$ cat config.mk
export PLATFORM = sky130hd
export DESIGN_NAME = fp_mul_stream_driver
export DESIGN_NICKNAME = d
export VERILOG_FILES = /design/src/rtl/fp_mul_pkg.sv /design/src/rtl/fp_multiplier_booth_csa.sv /design/src/rtl/fp_req_fifo.sv /design/src/rtl/fp_mul_stream_driver.sv
export SDC_FILE = /design/constraint.sdc
export NUM_CORES = 2
export LEC_CHECK = 0
export ABC_AREA = 1
export BUFFER_PORTS_ARGS = -buffer_cell sky130_fd_sc_hd__buf_2
export CAP_MARGIN = 20
export CORE_MARGIN = 2
export CORE_UTILIZATION = 29
export DETAILED_ROUTE_END_ITERATION = 7
export GPL_TIMING_DRIVEN = 0
export PLACE_DENSITY = 0.42
export SLEW_MARGIN = 20
export SYNTH_ARGS = -nofsm -noshare
export SYNTH_HDL_FRONTEND = slang
export SYNTH_SLANG_ARGS = --single-unit
$ cat constraint.sdc
create_clock -name clk -period 21.4 [get_ports clk]
set_input_delay 0 -clock clk [delete_from_list [all_inputs] [get_ports clk]]
set_output_delay 0 -clock clk [all_outputs]
set_load 0.05 [all_outputs]
$ cat src/rtl/fp_mul_pkg.sv
// Shared types for the streaming FP32 multiplier driver.
// Holds the driver FSM encoding and the operand pair carried through the request FIFO.
package fp_mul_pkg;

  localparam int FP32_W = 32;

  typedef enum logic [1:0] {
    IDLE   = 2'd0,
    SEND_A = 2'd1,
    SEND_B = 2'd2,
    WAIT_Z = 2'd3
  } state_t;

  typedef struct packed {
    logic [FP32_W-1:0] a;
    logic [FP32_W-1:0] b;
  } fp_ops_t;

endpackage

$ cat src/rtl/fp_multiplier_booth_csa.sv
// FP32 multiplier core with a/b/z strobe-ack handshakes, round-to-nearest-even.
// Latency: one compute cycle after operand B is taken; z_stb then holds until acked.
// Backpressure: no new operand A is acked until the result has been taken.
module fp_multiplier_booth_csa (
  input  logic        clk,
  input  logic        rst,
  input  logic [31:0] input_a,
  input  logic        input_a_stb,
  output logic        input_a_ack,
  input  logic [31:0] input_b,
  input  logic        input_b_stb,
  output logic        input_b_ack,
  output logic [31:0] output_z,
  output logic        output_z_stb,
  input  logic        output_z_ack
);

  typedef enum logic [1:0] {GET_A, GET_B, CALC, PUT_Z} core_state_t;

  core_state_t st;
  logic [31:0] a_r;
  logic [31:0] b_r;

  function automatic logic [31:0] fp_mul(input logic [31:0] a, input logic [31:0] b);
    logic        s;
    logic [7:0]  ea, eb;
    logic [22:0] fa, fb;
    logic        a_nan, b_nan, a_inf, b_inf, a_zero, b_zero;
    logic [23:0] ma, mb;
    logic [47:0] prod, norm;
    logic [95:0] wide;
    logic [30:0] mag;
    logic        g, sticky;
    logic [31:0] r;
    int          lz, en, sh;
    s      = a[31] ^ b[31];
    ea     = a[30:23];
    eb     = b[30:23];
    fa     = a[22:0];
    fb     = b[22:0];
    a_nan  = (ea == 8'hff) && (fa != '0);
    b_nan  = (eb == 8'hff) && (fb != '0);
    a_inf  = (ea == 8'hff) && (fa == '0);
    b_inf  = (eb == 8'hff) && (fb == '0);
    a_zero = (ea == 8'h00) && (fa == '0);
    b_zero = (eb == 8'h00) && (fb == '0);
    ma     = {ea != 8'h00, fa};
    mb     = {eb != 8'h00, fb};
    prod   = {24'd0, ma} * {24'd0, mb};
    lz = 48;
    for (int i = 47; i >= 0; i--) begin
      if (prod[i] && lz == 48) lz = 47 - i;
    end
    norm = prod << lz;
    // Biased exponent of the value once the leading one sits at bit 47.
    en = int'((ea == 8'h00) ? 8'd1 : ea) + int'((eb == 8'h00) ? 8'd1 : eb) - 126 - lz;
    sh = (en <= 0) ? 1 - en : 0;
    if (sh > 49) sh = 49;
    wide   = {norm, 48'd0} >> sh;
    g      = wide[71];
    sticky = |wide[70:0];
    // Subnormal results have the leading one shifted out of bit 95, so the field is 0;
    // a rounding carry out of the fraction then lands in the exponent as required.
    mag = {(wide[95] ? en[7:0] : 8'd0), wide[94:72]};
    mag = mag + 31'(g && (sticky || wide[72]));
    if (a_nan || b_nan || (a_inf && b_zero) || (b_inf && a_zero)) r = 32'h7fc00000;
    else if (a_inf || b_inf)                                      r = {s, 8'hff, 23'd0};
    else if (a_zero || b_zero)                                    r = {s, 31'd0};
    else if (en >= 255)                                           r = {s, 8'hff, 23'd0};
    else                                                          r = {s, mag};
    return r;
  endfunction

  always_ff @(posedge clk or posedge rst) begin
    if (rst) begin
      st           <= GET_A;
      input_a_ack  <= 1'b1;
      input_b_ack  <= 1'b0;
      output_z_stb <= 1'b0;
      output_z     <= '0;
      a_r          <= '0;
      b_r          <= '0;
    end else begin
      case (st)
        GET_A: if (input_a_stb && input_a_ack) begin
          a_r         <= input_a;
          input_a_ack <= 1'b0;
          input_b_ack <= 1'b1;
          st          <= GET_B;
        end
        GET_B: if (input_b_stb && input_b_ack) begin
          b_r         <= input_b;
          input_b_ack <= 1'b0;
          st          <= CALC;
        end
        CALC: begin
          output_z     <= fp_mul(a_r, b_r);
          output_z_stb <= 1'b1;
          st           <= PUT_Z;
        end
        PUT_Z: if (output_z_stb && output_z_ack) begin
          output_z_stb <= 1'b0;
          input_a_ack  <= 1'b1;
          st           <= GET_A;
        end
        default: st <= GET_A;
      endcase
    end
  end

endmodule

$ cat src/rtl/fp_req_fifo.sv
// Generic request FIFO: power-of-two DEPTH entries of W bits, show-ahead read port.
// Latency: a push is visible at the head the cycle after it is written.
// Backpressure: push is honoured when not full or when a pop happens in the same cycle.
module fp_req_fifo #(
  parameter int DEPTH = 4,
  parameter int W     = 68
) (
  input  logic                     clk,
  input  logic                     rst_n,
  input  logic                     push,
  input  logic [W-1:0]             push_dat,
  input  logic                     pop,
  output logic [W-1:0]             pop_dat,
  output logic                     full,
  output logic                     empty,
  output logic [$clog2(DEPTH):0]   level
);

  localparam int AW = $clog2(DEPTH);
  localparam int LW = AW + 1;

  logic [W-1:0]  mem [DEPTH];
  logic [AW-1:0] wr_ptr;
  logic [AW-1:0] rd_ptr;
  logic          do_push;
  logic          do_pop;

  assign full    = (level == LW'(DEPTH));
  assign empty   = (level == '0);
  assign do_pop  = pop && !empty;
  assign do_push = push && (!full || do_pop);
  assign pop_dat = mem[rd_ptr];

  always_ff @(posedge clk) begin
    if (do_push) mem[wr_ptr] <= push_dat;
  end

  // Pointers wrap naturally because DEPTH is a power of two.
  always_ff @(posedge clk or negedge rst_n) begin
    if (!rst_n) begin
      wr_ptr <= '0;
      rd_ptr <= '0;
      level  <= '0;
    end else begin
      if (do_push) wr_ptr <= wr_ptr + AW'(1);
      if (do_pop)  rd_ptr <= rd_ptr + AW'(1);
      case ({do_push, do_pop})
        2'b10:   level <= level + LW'(1);
        2'b01:   level <= level - LW'(1);
        default: level <= level;
      endcase
    end
  end

endmodule

$ cat src/rtl/fp_mul_stream_driver.sv
// Streams tagged FP32 multiply requests through one core, results returned in order.
// Latency: SEND_A two cycles after acceptance into an empty FIFO; result core latency + 1.
// Backpressure: res_ready low stalls the core in WAIT_Z, then the FIFO fills and drops req_ready.
module fp_mul_stream_driver
  import fp_mul_pkg::*;
#(
  parameter int DEPTH = 4,
  parameter int TAG_W = 4,
  parameter int CNT_W = 16
) (
  input  logic                   clk,
  input  logic                   rst_n,
  input  logic                   req_valid,
  output logic                   req_ready,
  input  logic [FP32_W-1:0]      req_a,
  input  logic [FP32_W-1:0]      req_b,
  input  logic [TAG_W-1:0]       req_tag,
  output logic                   res_valid,
  input  logic                   res_ready,
  output logic [FP32_W-1:0]      res_z,
  output logic [TAG_W-1:0]       res_tag,
  output logic                   busy,
  output logic [$clog2(DEPTH):0] fifo_level,
  output logic [CNT_W-1:0]       done_count
);

  typedef struct packed {
    fp_ops_t          ops;
    logic [TAG_W-1:0] tag;
  } req_t;

  state_t            state;
  req_t              push_req;
  req_t              head;
  req_t              cur;
  logic              fifo_full;
  logic              fifo_empty;
  logic              pop;
  logic              a_stb, a_ack;
  logic              b_stb, b_ack;
  logic [FP32_W-1:0] core_z;
  logic              z_stb, z_ack;
  logic              core_rst;

  assign push_req  = {req_a, req_b, req_tag};
  assign req_ready = !fifo_full;
  assign pop       = (state == IDLE) && !fifo_empty;
  assign z_ack     = (state == WAIT_Z) && (!res_valid || res_ready);
  assign busy      = (state != IDLE) || !fifo_empty || res_valid;
  assign core_rst  = ~rst_n;

  fp_req_fifo #(
    .DEPTH (DEPTH),
    .W     (2 * FP32_W + TAG_W)
  ) u_fifo (
    .clk      (clk),
    .rst_n    (rst_n),
    .push     (req_valid && req_ready),
    .push_dat (push_req),
    .pop      (pop),
    .pop_dat  (head),
    .full     (fifo_full),
    .empty    (fifo_empty),
    .level    (fifo_level)
  );

  fp_multiplier_booth_csa u_core (
    .clk          (clk),
    .rst          (core_rst),
    .input_a      (cur.ops.a),
    .input_a_stb  (a_stb),
    .input_a_ack  (a_ack),
    .input_b      (cur.ops.b),
    .input_b_stb  (b_stb),
    .input_b_ack  (b_ack),
    .output_z     (core_z),
    .output_z_stb (z_stb),
    .output_z_ack (z_ack)
  );

  always_ff @(posedge clk or negedge rst_n) begin
    if (!rst_n) begin
      state      <= IDLE;
      cur        <= '0;
      a_stb      <= 1'b0;
      b_stb      <= 1'b0;
      res_valid  <= 1'b0;
      res_z      <= '0;
      res_tag    <= '0;
      done_count <= '0;
    end else begin
      if (res_valid && res_ready) begin
        res_valid  <= 1'b0;
        done_count <= done_count + CNT_W'(1);
      end
      case (state)
        IDLE: if (!fifo_empty) begin
          cur   <= head;
          a_stb <= 1'b1;
          state <= SEND_A;
        end
        SEND_A: if (a_stb && a_ack) begin
          a_stb <= 1'b0;
          b_stb <= 1'b1;
          state <= SEND_B;
        end
        SEND_B: if (b_stb && b_ack) begin
          b_stb <= 1'b0;
          state <= WAIT_Z;
        end
        // A reload here overrides the clear above, so a same-cycle handoff keeps res_valid high.
        WAIT_Z: if (z_stb && z_ack) begin
          res_z     <= core_z;
          res_tag   <= cur.tag;
          res_valid <= 1'b1;
          state     <= IDLE;
        end
        default: state <= IDLE;
      endcase
    end
  end

endmodule

==> results.py <==
metrics = {
    "status": {
        "run_status": "complete, no violations",
    },
    "timing": {
        "timing.final.max_slew_violations": 0,
        "layout_min_cycle_time_ps": 19840,
        "worst_slew_pin_slew_ps": 911,
        "setup_viol": 0,
        "slew-limit-headroom_pct": 39.2,
        "fin_crit_sh_pct": 92.7,
        "rsz0062_at_grt": "no",
        "final.setup_skew_ps": 18.3,
        "max_freq_mhz": 50.4,
        "finalHoldViolCount": 0,
    },
    "cells_and_area": {
        "final_util_pct": 33.0,
        "fin_cells": 8779,
        "layout.nets": 7304,
        "area_growth_pct": 12.9,
        "layout-drive-gt1-share_pct": 7.87,
    },
    "synth": {
        "yosys.area_share.adder_pct": 25.5,
        "synth_compound_area_share_pct": 6.45,
        "synth-warning-count": 0,
        "synth_cells": 6303,
        "synth_mux_area_share_pct": 0.277,
        "ys.flop_type": "edfxtp_1",
        "seq_area_frac_synth_pct": 28.7,
        "synth_area_per_cell_um2": 7.74,
        "synth_top_area_share_pct": 20.1,
        "synth_top_family_by_area": "simple AND/OR/NAND/NOR gates",
        "yosys.area_share.simple_pct": 26.4,
        "synth-async-reset-ratio_pct": 46.1,
        "synth_enable_flop_cells": 272,
        "yosys.area.top_type": "fa_1",
        "ys_types": 65,
        "ys_top_cells_by_area": "fa_1, edfxtp_1, nand2_1, dfrtp_1, inv_1",
        "yosysMostFrequentCell": "nand2_1",
        "yosys-top-cells-count": "nand2_1, inv_1, nand3_1, nor2_1, fa_1",
        "synth_xor_area_share_pct": 1.13,
        "syn-cell-area_um2": 48800,
        "syn_nets": 7074,
        "ys_ff_latch": 505,
    },
    "clocking": {
        "cts_max_level": 2,
        "clkLatencyLatePin_ps": 580,
        "cts_buffers": 47,
        "clock_path_buffers": 3,
        "cts_sinks": 505,
        "clock-root-buffer": "clkbuf_16",
        "cts.clk_slew.worst_paths_ps": 70,
        "cts_tree": "done",
    },
    "worst_setup_path": {
        "cp_max_fo": 10,
        "timing.rr.start": "u_core.a_r[22]",
        "critPathSlowestCell": "dfrtp_1",
        "reg2reg_depth": 96,
        "required_ps": 21840,
        "r2r-end": "u_core.output_z[20]",
        "max_stage_delay_ps": 770,
        "crit_type": "flop to flop",
        "start_kind": "flop",
        "critical_path_arrival_ps": 20280,
        "r2r_slack_ps": 1560,
        "cp-end-kind": "flop",
    },
    "detailed_routing": {
        "ant_nets": 0,
        "vias": 42500,
        "wl_met3_mm": 9.50,
        "initialDrtViolationCount": 3233,
        "wl_met2_mm": 83.3,
        "wl_per_cell_um": 20.4,
        "top_layer": "met5",
        "drt_pass1_iterations": 6,
        "vias_per_cell": 4.84,
        "routed_wirelength_mm": 179,
        "drc": 0,
        "wl_met1_mm": 83.2,
    },
    "run": {
        "max-cap-violations": 0,
    },
    "min_path": {
        "min_from": "req_valid",
        "hold_depth": 4,
        "hold_end": "u_fifo.wr_ptr[1]",
        "hold_path_class": "input port to flop",
    },
    "floorplan": {
        "io_pins": 130,
        "die_x_um": 414,
        "core_um2": 167000,
        "die_y_um": 414,
        "initial_core_util_pct": 29.2,
        "die_area_um2": 172000,
        "rows": 150,
    },
    "place": {
        "dp_hpwl_mm": 146,
        "dp.cells": 8652,
        "io_buffers": 129,
        "place_congestion": 0.909,
    },
    "global_routing": {
        "grt_use_total_pct": 20.8,
        "first_global_vias": 43200,
        "antenna_found_initial": 9,
        "grt_pass1_wl_mm": 274,
        "grt_max_degree": 92,
        "grt-ovfl-total": 0,
    },
    "power": {
        "leakage_nw": 26.5,
        "vdd_ir_drop_max_mv": 0.0669,
        "p_total_mw": 1.94,
        "p_per_area_nw_per_um2": 35.2,
    },
}
## cell usage in the layout, fill, tap and decap left out, types with 100 or more instances in the layout
| cell type | n |
|---|---|
| a21oi_1 | 100 |
| buf_2 | 174 |
| clkbuf_1 | 118 |
| dfrtp_1 | 205 |
| edfxtp_1 | 272 |
| fa_1 | 490 |
| ha_1 | 209 |
| inv_1 | 1101 |
| nand2_1 | 1604 |
| nand3_1 | 670 |
| nor2_1 | 485 |
| o21ai_0 | 287 |
## worst max-delay path, delay by kind of cell, from the launching register on
kind | cells | cell delay [ps]
AOI/OAI and AO/OA | 13 | 1960
and+or+nand+nor | 51 | 8460
xor gates and xnor gates | 1 | 200
DFF | 1 | 770
adders and majority gates | 13 | 5380
buffers and inverters | 18 | 2840
## logic make-up (layout without fill, tap and decap cells)
group | count (synthesis) | count (layout)
simple gates | 3000 | 3000
buf+inv | 1479 | 1747
fa+ha+maj | 699 | 699
compound gates | 545 | 545
flops | 505 | 505
xor+xnor | 63 | 63
mux | 12 | 12
other cells | 0 | 4
## state kept, by name, indices dropped and copies added, names as in the netlist, 2 cells and up
name / cells
u_core.a_r: 32
u_core.b_r: 32
cur: 68
u_core.output_z: 32
u_fifo.wr_ptr: 2
state: 2
res_z: 32
u_fifo.mem: 272
u_fifo.level: 3
u_core.st: 2
res_tag: 4
u_fifo.rd_ptr: 2
done_count: 16
## power by group
part / internal [mW] / switching [mW] / total (mW)
Clock: 0.500 / 0.381 / 0.882
Combinational: 0.0149 / 0.0185 / 0.0335
Sequential: 1.03 / 0 / 1.03
## layer usage
layer,vias up,GRT usage (%)
met5,-,0
met4,2,3.54
met3,139,1.89
met2,1090,34.9
met1,20900,29.5
li1,20300,-
## what timing repair did
item | CTS | global route
buffers inserted | 0 | 7
hold buffers | 72 | 0
hold endpoints to repair | 422 | 0
gates resized for setup | 0 | 247
endpoints found under the setup margin | 0 | 31
## final cells by class
type / count / area (um^2)
multi-input combinational: 4319 / 29200
inverter: 1140 / 4290
fill: 18000 / 112000
sequential: 505 / 14000
clock inverter: 32 / 343
antenna: 4 / 10.0
buffer: 295 / 1350
timing repair buffer: 225 / 1860
clock buffer: 55 / 1270
tap: 2204 / 2760
## worst max path at each step
stage,start,endpoint,slack [ps]
2_1_floorplan,u_core.b_r[27],u_core.output_z[20],5220
3_3_place_gp,u_core.b_r[27],u_core.output_z[20],-220
3_5_place_dp,u_core.b_r[27],u_core.output_z[20],520
4_1_cts,u_core.b_r[27],u_core.output_z[20],470
5_1_grt,u_core.a_r[29],u_core.output_z[20],60
6_report,u_core.a_r[22],u_core.output_z[20],1560
## through the flow
step | hold slack, ps | setup slack, ps | cell area (um^2) | setup TNS, ps
finish | 56.6 | 1560 | 55100 | 0
global route | 111 | 55.2 | 55100 | 0
CTS | 33.1 | 467 | 55000 | 0
detailed placement | -50.9 | 521 | 52700 | 0
global placement | 216 | -215 | 52200 | -597
floorplan | -296 | 5220 | 48800 | 0
No activity file was read; power rests on OpenSTA's default activity.
